### src/rtl/sa_pkg.sv
// Shared types and length helpers for the systolic-array operand sequencer.
package sa_pkg;

  typedef enum logic [2:0] {
    SEQ_IDLE,
    SEQ_CLEAR,
    SEQ_FEED,
    SEQ_DRAIN,
    SEQ_HOLD
  } seq_state_t;

  function automatic int feed_len(input int n);
    return 2 * n - 1;
  endfunction

  function automatic int drain_len(input int n, input int d);
    return n - 1 + d;
  endfunction

endpackage

### src/rtl/sa_skew_mux.sv
// Combinational diagonal selector: lane i gets mat[i][t-i] (rows) or mat[t-i][i] (columns),
// and zero whenever t-i falls outside 0..N-1.
module sa_skew_mux
  import sa_pkg::*;
#(
  parameter int N        = 2,
  parameter int WIDTH    = 8,
  parameter int CW       = 3,
  parameter bit COL_FEED = 1'b0
) (
  input  logic [CW-1:0]                  t,
  input  logic [N-1:0][N-1:0][WIDTH-1:0] mat,
  output logic [N-1:0][WIDTH-1:0]        lane
);

  // Compare t against i+k in int arithmetic so the diagonal test can never wrap.
  always_comb begin
    lane = '0;
    for (int i = 0; i < N; i++) begin
      for (int k = 0; k < N; k++) begin
        if (int'(t) == i + k) begin
          lane[i] = COL_FEED ? mat[k][i] : mat[i][k];
        end
      end
    end
  end

endmodule

### src/rtl/sa_operand_sequencer.sv
// Latches A/B on start, clears the array, feeds the skewed wavefront, drains it,
// then holds the captured C matrix on a valid/ready output.
module sa_operand_sequencer
  import sa_pkg::*;
#(
  parameter int N            = 2,
  parameter int WIDTH        = 8,
  parameter int ACC          = 32,
  parameter int DRAIN_CYCLES = 1
) (
  input  logic                          clk,
  input  logic                          rst_n,
  input  logic                          start,
  input  logic [N-1:0][N-1:0][WIDTH-1:0] a_mat,
  input  logic [N-1:0][N-1:0][WIDTH-1:0] b_mat,
  output logic                          busy,
  output logic                          sa_clr_n,
  output logic                          sa_en,
  output logic [N-1:0][WIDTH-1:0]        sa_a,
  output logic [N-1:0][WIDTH-1:0]        sa_b,
  input  logic [N-1:0][N-1:0][ACC-1:0]   sa_c,
  output logic [N-1:0][N-1:0][ACC-1:0]   c_mat,
  output logic                          c_valid,
  input  logic                          c_ready
);

  localparam int FEED_LEN  = feed_len(N);
  localparam int DRAIN_LEN = drain_len(N, DRAIN_CYCLES);
  localparam int CW        = $clog2(3 * N + DRAIN_CYCLES);
  localparam logic [CW-1:0] FEED_LAST  = CW'(FEED_LEN - 1);
  localparam logic [CW-1:0] DRAIN_LAST = CW'(FEED_LEN + DRAIN_LEN - 1);

  seq_state_t                     state_q, state_d;
  logic [CW-1:0]                  t_q, t_d;
  logic [N-1:0][N-1:0][WIDTH-1:0] a_lat_q, a_lat_d, b_lat_q, b_lat_d;
  logic                           busy_q, busy_d, clr_n_q, clr_n_d, en_q, en_d;
  logic [N-1:0][WIDTH-1:0]        sa_a_q, sa_a_d, sa_b_q, sa_b_d;
  logic [N-1:0][N-1:0][ACC-1:0]   c_mat_q, c_mat_d;
  logic                           c_valid_q, c_valid_d;
  logic                           feed_d;
  logic [N-1:0][WIDTH-1:0]        row_lane, col_lane;

  // The muxes look at the next step so the registered operands line up with t_q.
  sa_skew_mux #(.N(N), .WIDTH(WIDTH), .CW(CW), .COL_FEED(1'b0)) u_row_mux (
    .t(t_d), .mat(a_lat_q), .lane(row_lane)
  );

  sa_skew_mux #(.N(N), .WIDTH(WIDTH), .CW(CW), .COL_FEED(1'b1)) u_col_mux (
    .t(t_d), .mat(b_lat_q), .lane(col_lane)
  );

  always_comb begin
    state_d   = state_q;
    t_d       = t_q;
    a_lat_d   = a_lat_q;
    b_lat_d   = b_lat_q;
    busy_d    = busy_q;
    clr_n_d   = 1'b1;
    en_d      = 1'b0;
    feed_d    = 1'b0;
    c_mat_d   = c_mat_q;
    c_valid_d = c_valid_q;
    case (state_q)
      SEQ_IDLE: begin
        if (start) begin
          a_lat_d = a_mat;
          b_lat_d = b_mat;
          t_d     = '0;
          busy_d  = 1'b1;
          clr_n_d = 1'b0;
          state_d = SEQ_CLEAR;
        end
      end
      SEQ_CLEAR: begin
        t_d     = '0;
        en_d    = 1'b1;
        feed_d  = 1'b1;
        state_d = SEQ_FEED;
      end
      SEQ_FEED: begin
        en_d = 1'b1;
        t_d  = t_q + CW'(1);
        if (t_q == FEED_LAST) begin
          state_d = SEQ_DRAIN;
        end else begin
          feed_d = 1'b1;
        end
      end
      SEQ_DRAIN: begin
        if (t_q == DRAIN_LAST) begin
          c_mat_d   = sa_c;
          c_valid_d = 1'b1;
          state_d   = SEQ_HOLD;
        end else begin
          en_d = 1'b1;
          t_d  = t_q + CW'(1);
        end
      end
      SEQ_HOLD: begin
        if (c_valid_q && c_ready) begin
          c_valid_d = 1'b0;
          busy_d    = 1'b0;
          state_d   = SEQ_IDLE;
        end
      end
      default: state_d = SEQ_IDLE;
    endcase
    sa_a_d = feed_d ? row_lane : '0;
    sa_b_d = feed_d ? col_lane : '0;
  end

  always_ff @(posedge clk or negedge rst_n) begin
    if (!rst_n) begin
      state_q   <= SEQ_IDLE;
      t_q       <= '0;
      a_lat_q   <= '0;
      b_lat_q   <= '0;
      busy_q    <= 1'b0;
      clr_n_q   <= 1'b1;
      en_q      <= 1'b0;
      sa_a_q    <= '0;
      sa_b_q    <= '0;
      c_mat_q   <= '0;
      c_valid_q <= 1'b0;
    end else begin
      state_q   <= state_d;
      t_q       <= t_d;
      a_lat_q   <= a_lat_d;
      b_lat_q   <= b_lat_d;
      busy_q    <= busy_d;
      clr_n_q   <= clr_n_d;
      en_q      <= en_d;
      sa_a_q    <= sa_a_d;
      sa_b_q    <= sa_b_d;
      c_mat_q   <= c_mat_d;
      c_valid_q <= c_valid_d;
    end
  end

  assign busy     = busy_q;
  assign sa_clr_n = clr_n_q;
  assign sa_en    = en_q;
  assign sa_a     = sa_a_q;
  assign sa_b     = sa_b_q;
  assign c_mat    = c_mat_q;
  assign c_valid  = c_valid_q;

endmodule
### config.mk
export PLATFORM = sky130hd
export DESIGN_NAME = sa_operand_sequencer
export DESIGN_NICKNAME = d
export VERILOG_FILES = /design/src/rtl/sa_pkg.sv /design/src/rtl/sa_skew_mux.sv /design/src/rtl/sa_operand_sequencer.sv
export SDC_FILE = /design/constraint.sdc
export NUM_CORES = 1
export LEC_CHECK = 0
export CORE_MARGIN = 2
export CORE_UTILIZATION = 40
export CTS_CLUSTER_DIAMETER = 200
export DETAILED_ROUTE_END_ITERATION = 8
export GPL_ROUTABILITY_DRIVEN = 0
export PLACE_DENSITY_LB_ADDON = 0.05
export SYNTH_ARGS = -nofsm -noshare
export SYNTH_HDL_FRONTEND = slang
export SYNTH_SLANG_ARGS = --single-unit
### constraint.sdc
create_clock -name clk -period 6.1 [get_ports clk]
set_clock_uncertainty 0.2 [all_clocks]
set_input_delay 0.915 -clock clk [delete_from_list [all_inputs] [get_ports clk]]
set_output_delay 0.915 -clock clk [all_outputs]
set_load 0.01 [all_outputs]
**Yosys cells after proc, flatten, opt, wreduce, memory -nomap -nowiden**

Cells that the tools add are included.

- Input port bits: 196
- Register bits after elaboration: 234
- Output and inout port bits: 164
- Logic and storage cells: 75

- Eq/ne operators: 12
- Add/subtract/negate cells: 1
- Reductions and logical operators: 11
- Multiplexer cells: 29

Operator list:

| operator | count |
|---|---|
| $mux W8 | 8 |
| $mux W16 | 2 |
| $mux W3 | 6 |
| $pmux W3 S5 | 1 |
| $eq A3 B2 Y1 const B | 4 |
| $pmux W3 S4 | 1 |
| $eq A3 B3 Y1 const B | 3 |
| $ne A2 B2 Y1 const B | 4 |
| $pmux W1 S2 | 4 |
| $mux W1 | 7 |
| $logic_not A3 Y1 | 2 |
| $reduce_and A3 Y1 | 2 |
| $reduce_and A2 Y1 | 2 |
| $reduce_and A4 Y1 | 1 |
| $reduce_bool A2 Y1 | 2 |
| $add A3 B1 Y3 const B | 1 |
| $eq A3 B1 Y1 const B | 1 |
| $reduce_or A2 Y1 | 1 |
| $logic_and A1 B1 Y1 | 1 |

**Logic depth before layout (Yosys ltp)**

- Depth after elaboration: 7
- Mapped depth: 8
- Gate-level depth less buffers: 6

**Modules after synthesis**

Synthesis repeated with hierarchy kept, for this count alone.

- Cells, all modules: 618
- Area, all modules: 9980.8 µm²

Modules (own cells, without submodules):

| module | cells each | area an instance (µm²) | instances | sequential area each (µm²) |
|---|---|---|---|---|
| sa_operand_sequencer | 526 | 9342.7 | 1 | 5856.9 |
| sa_skew_mux | 46 | 319.1 | 2 | 0.0 |

**Worst setup path after synthesis**

No wires, ideal clock.

- Path kind: register -> register
- Start: register t_q[0]
- End: register sa_a_q (netlist bit sa_a[12])
- Cell stages (with the launch flop): 9
- Arrival time: 2027 ps
- Library setup time: 67 ps
- Path buffers: 2
- Required time: 5833 ps
- Setup slack: 3806 ps
- Period minus slack after synthesis: 2294 ps
- Cell sequence: dfrtp_1 inv_1 ha_1 a311o_1 a21bo_1 buf_6 a211oi_4 buf_6 a32o_1

RTL lines:

| what | RTL line | RTL |
|---|---|---|
| start, declared | sa_operand_sequencer.sv:34 | `logic [CW-1:0] t_q, t_d;` |
| start signal, assigned | sa_operand_sequencer.sv:127 | `t_q <= t_d;` |
| end signal, assigned | sa_operand_sequencer.sv:121 | `sa_a_q <= '0;` |
| end signal, assigned | sa_operand_sequencer.sv:133 | `sa_a_q <= sa_a_d;` |
| end, declared | sa_operand_sequencer.sv:37 | `logic [N-1:0][WIDTH-1:0] sa_a_q, sa_a_d, sa_b_q, sa_b_d;` |

**Final worst setup path**

- Start: input start
- End: register b_lat_q[31] (netlist bit)

- Longest elaborated chain between the ends: 1

Ends and longest elaborated chain:

| what | RTL line | RTL |
|---|---|---|
| start, declared | sa_operand_sequencer.sv:13 | `input logic start,` |
| $reduce_and A2 Y1 (no source line) | -- |  |
| end signal, assigned | sa_operand_sequencer.sv:129 | `b_lat_q <= b_lat_d;` |
| end, declared | sa_operand_sequencer.sv:35 | `logic [N-1:0][N-1:0][WIDTH-1:0] a_lat_q, a_lat_d, b_lat_q, b_lat_d;` |

No other way between the ends.
A chain may end at the register's enable or synchronous reset.

==> metrics.md <==
| Metric | Value |
|---|---|
| Num rows | 55 |
| DIE AREA | ~0.024 mm² |
| Max-cap violations | 0 |
| First-pass GRT wire length | 38,700 µm |
| Largest net degree at the start of global routing | roughly 120 |
| CTS tree | yes |
| Clk_lat worst skew | 0.51 ns |
| Setup TNS | 0 ns |
| Final Critical Period | ~3.2 ns |
| Sequential element share of the synthesized area | 63.2% |
| Area Growth Syn to Fin | 50.4% |
| Starting Density | 40.8% |
| Status | completed |
| Die height | 156 µm |
| Arrival time at the worst endpoint | 3.40 ns |
| Root Driver | clkbuf_16 |
| DP HPWL | 18,400 µm |
| Synthesized instance count | a little over 600 |
| Post-synth ARST share | 100% |
| Unrepaired setup endpoints after global routing | false |
| DRT Pass-1 Iters | 4 |
| Iter 0 DRT Violations | 282 |
| Ports | 360 |
| Antenna-violating nets left | 0 |
| CTS buffer count | 26 |
| Synthesized flop and latch total | 234 |
| Clock transition at path regs | 0.06 ns |
| DRC | 0 |
| Setup violators final | 0 |
| Post-CTS resize count | 0 |
| CP Class | input port to flop |
| H-Tree Depth | 1 |
| Routed WL | 25,200 µm |
| Max_slew headroom | 19.0% |
| Yosys cell types | roughly 40 |
| EDFF count, synth | 0 |
| Static leakage | 5.73 nW |
| Critical Path Fanout Max | 42 |
| Vias in the first global route | ~7k |
| Global route overflow | 0 |
| Via count | 6,463 |
| # Post-CTS Setup Buffers | 0 |
| Final Hold Fails | 0 |
| Avg Inst Size Synth | 15.0 µm² |
| Yosys warns | 0 |
| DR vias/cell | 5.05 |
| Fin crit share | 52.6% |
| PortBufs | 359 |
| Final Net Count | ~1.2k |
| CTS hold repair buffers | 0 |
| Synth top area cells | dfrtp_1 63%, mux2_2 23%, a211oi_1 2.5% |
| Initial antenna violation count | 5 |
| Worst-margin pin slew | 1.21 ns |
| Share of the synthesized area in the top cell type | 62.9% |
| Fmax | approximately 0.31 GHz |
| Floorplan core area | about 0.023 mm² |
| Synthesized area | 0.00927 mm² |
| CTS Sinks | about 230 |
| Fin. max-slew vios | 0 |
| Net Count, Synth | approximately 800 |
| Power Dens Cells | 533 mW/mm² |
| Worst vdd ir | 0.259 mV |
| Post-synth top area cell | dfrtp_1 |
| Layout cells sized above 1 | about a quarter |
| Crit. End Element | flop |
| Global-route usage over all layers | 20.2% |
| Min-Delay Path Class | input port to async pin |
| Critical Path RT | 6.29 ns |
| CP startpoint kind | input port |
| Die X | 156 µm |
| Top_reg_cell synth | dfrtp_1 |
| Tot Pwr | ~7.4 mW |
| Per-cell routed wire length | 19.7 µm |
| Deepest clock path buffer count | 3 |
==> metal layers <==
| metal | up-vias | wire length (µm) | track usage, % | part of all wire (%) |
|---|---|---|---|---|
| li1 | 2951 | - | - | - |
| met1 | 3190 | 9840 | 24.3 | 39 |
| met2 | 272 | 12500 | 34.7 | 50 |
| met3 | 50 | 1930 | 5.29 | 7.6 |
| met4 | 0 | 947 | 8.21 | 3.8 |
| met5 | - | 0 | 0 | 0 |
==> worst max-delay path: stages <==
cell	delay (ns)
clkdlybuf4s50_1	0.55
nand2_1	0.13
nor2_4	0.93
buf_4	0.46
mux2_2	0.38
==> stage by stage <==
step / hold WS (ns) / util [%] / cell area (µm²) / setup WS (ns) / std cells
6_report: 0.277 / 61.4 / 13900 / 2.89 / 1279
5_1_grt: 0.311 / 61.4 / 13900 / 2.68 / 1279
4_1_cts: 0.303 / 61.3 / 13900 / 2.89 / 1273
3_5_place_dp: 0.290 / 57.4 / 13000 / 2.34 / 1226
3_3_place_gp: 0.285 / 57.4 / 13000 / 2.41 / 1226
2_1_floorplan: 0.274 / - / 9270 / 3.81 / 617
==> cells by family after synthesis <==
group / Yosys count / share of synthesized area (%)
muxes: 192 / 23.3
DFF: 234 / 63.2
AOI/OAI and AO/OA: 89 / 7.38
and+or+nand+nor: 40 / 2.34
adders and majority gates: 3 / 0.405
buffers and inverters: 59 / 3.36
==> sequential cells by signal, summed over array words and instances, names as in the netlist <==
| register | cells |
|---|---|
| c_mat | 128 |
| a_lat_q | 32 |
| b_lat_q | 32 |
| sa_a | 16 |
| sa_b | 16 |
| state_q | 3 |
| t_q | 3 |
| busy | 1 |
| c_valid | 1 |
| sa_clr_n | 1 |
| sa_en | 1 |
==> where the power goes <==
group / switching, mW / internal [mW]
Combinational: 1.32 / 1.80
Clock: 0.598 / 0.979
Sequential: 0.410 / 2.33
==> placed cells by master, fill, tap and decap left out, drive strengths merged, types with 2 or more instances in the layout <==
master and count:
ha 3, a211oi 33, buf 7, bufinv 3
nand3 18, dfrtp 233, clkinv 10, mux2 192
o31ai 2, o21ai 22, nand2 6, a32o 15
nor2b 5, inv 18, clkdlybuf4s50 358, a21oi 6
diode 6, o2111ai 2, clkbuf 34, a21boi 2
nor3 4, nor2 2
==> synth_stat cells (all sizes together) (2+ instances only) <==
library cell,count
nor2b,5
a32o,15
a21oi,6
o21ai,22
nor2,2
mux2,192
nand2,6
a211oi,33
inv,18
dfrtp,233
nor3,4
clkbuf,11
ha,3
a21boi,2
o2111ai,2
o31ai,2
buf,30
nand3,18
==> layout make-up <==
| type | count | area [µm²] |
|---|---|---|
| multi-input cells | 324 | 3120 |
| fillers | 1769 | 8770 |
| flip-flops and latches | 234 | 5860 |
| clock inverters | 13 | 140 |
| repair buffers | 365 | 3640 |
| inverters | 18 | 67.6 |
| well taps | 285 | 357 |
| clock buffers | 34 | 742 |
| diodes | 6 | 15.0 |
==> path summary, 6_finish.rpt <==
kind	from	end	slack, ns	cells past startpoint
worst max-delay path	start	b_lat_q[31]	2.89	5
worst min-delay path	rst_n	c_mat[17]	0.28	1
worst max register to register	state_q[0]	b_lat_q[31]	2.92	5
worst min register to register	a_lat_q[11]	a_lat_q[11]	0.30	1
max in group asynchronous	rst_n	c_mat[74]	4.06	2
min in group clk	a_lat_q[11]	a_lat_q[11]	0.30	1
No activity file was read; power rests on OpenSTA's default activity.
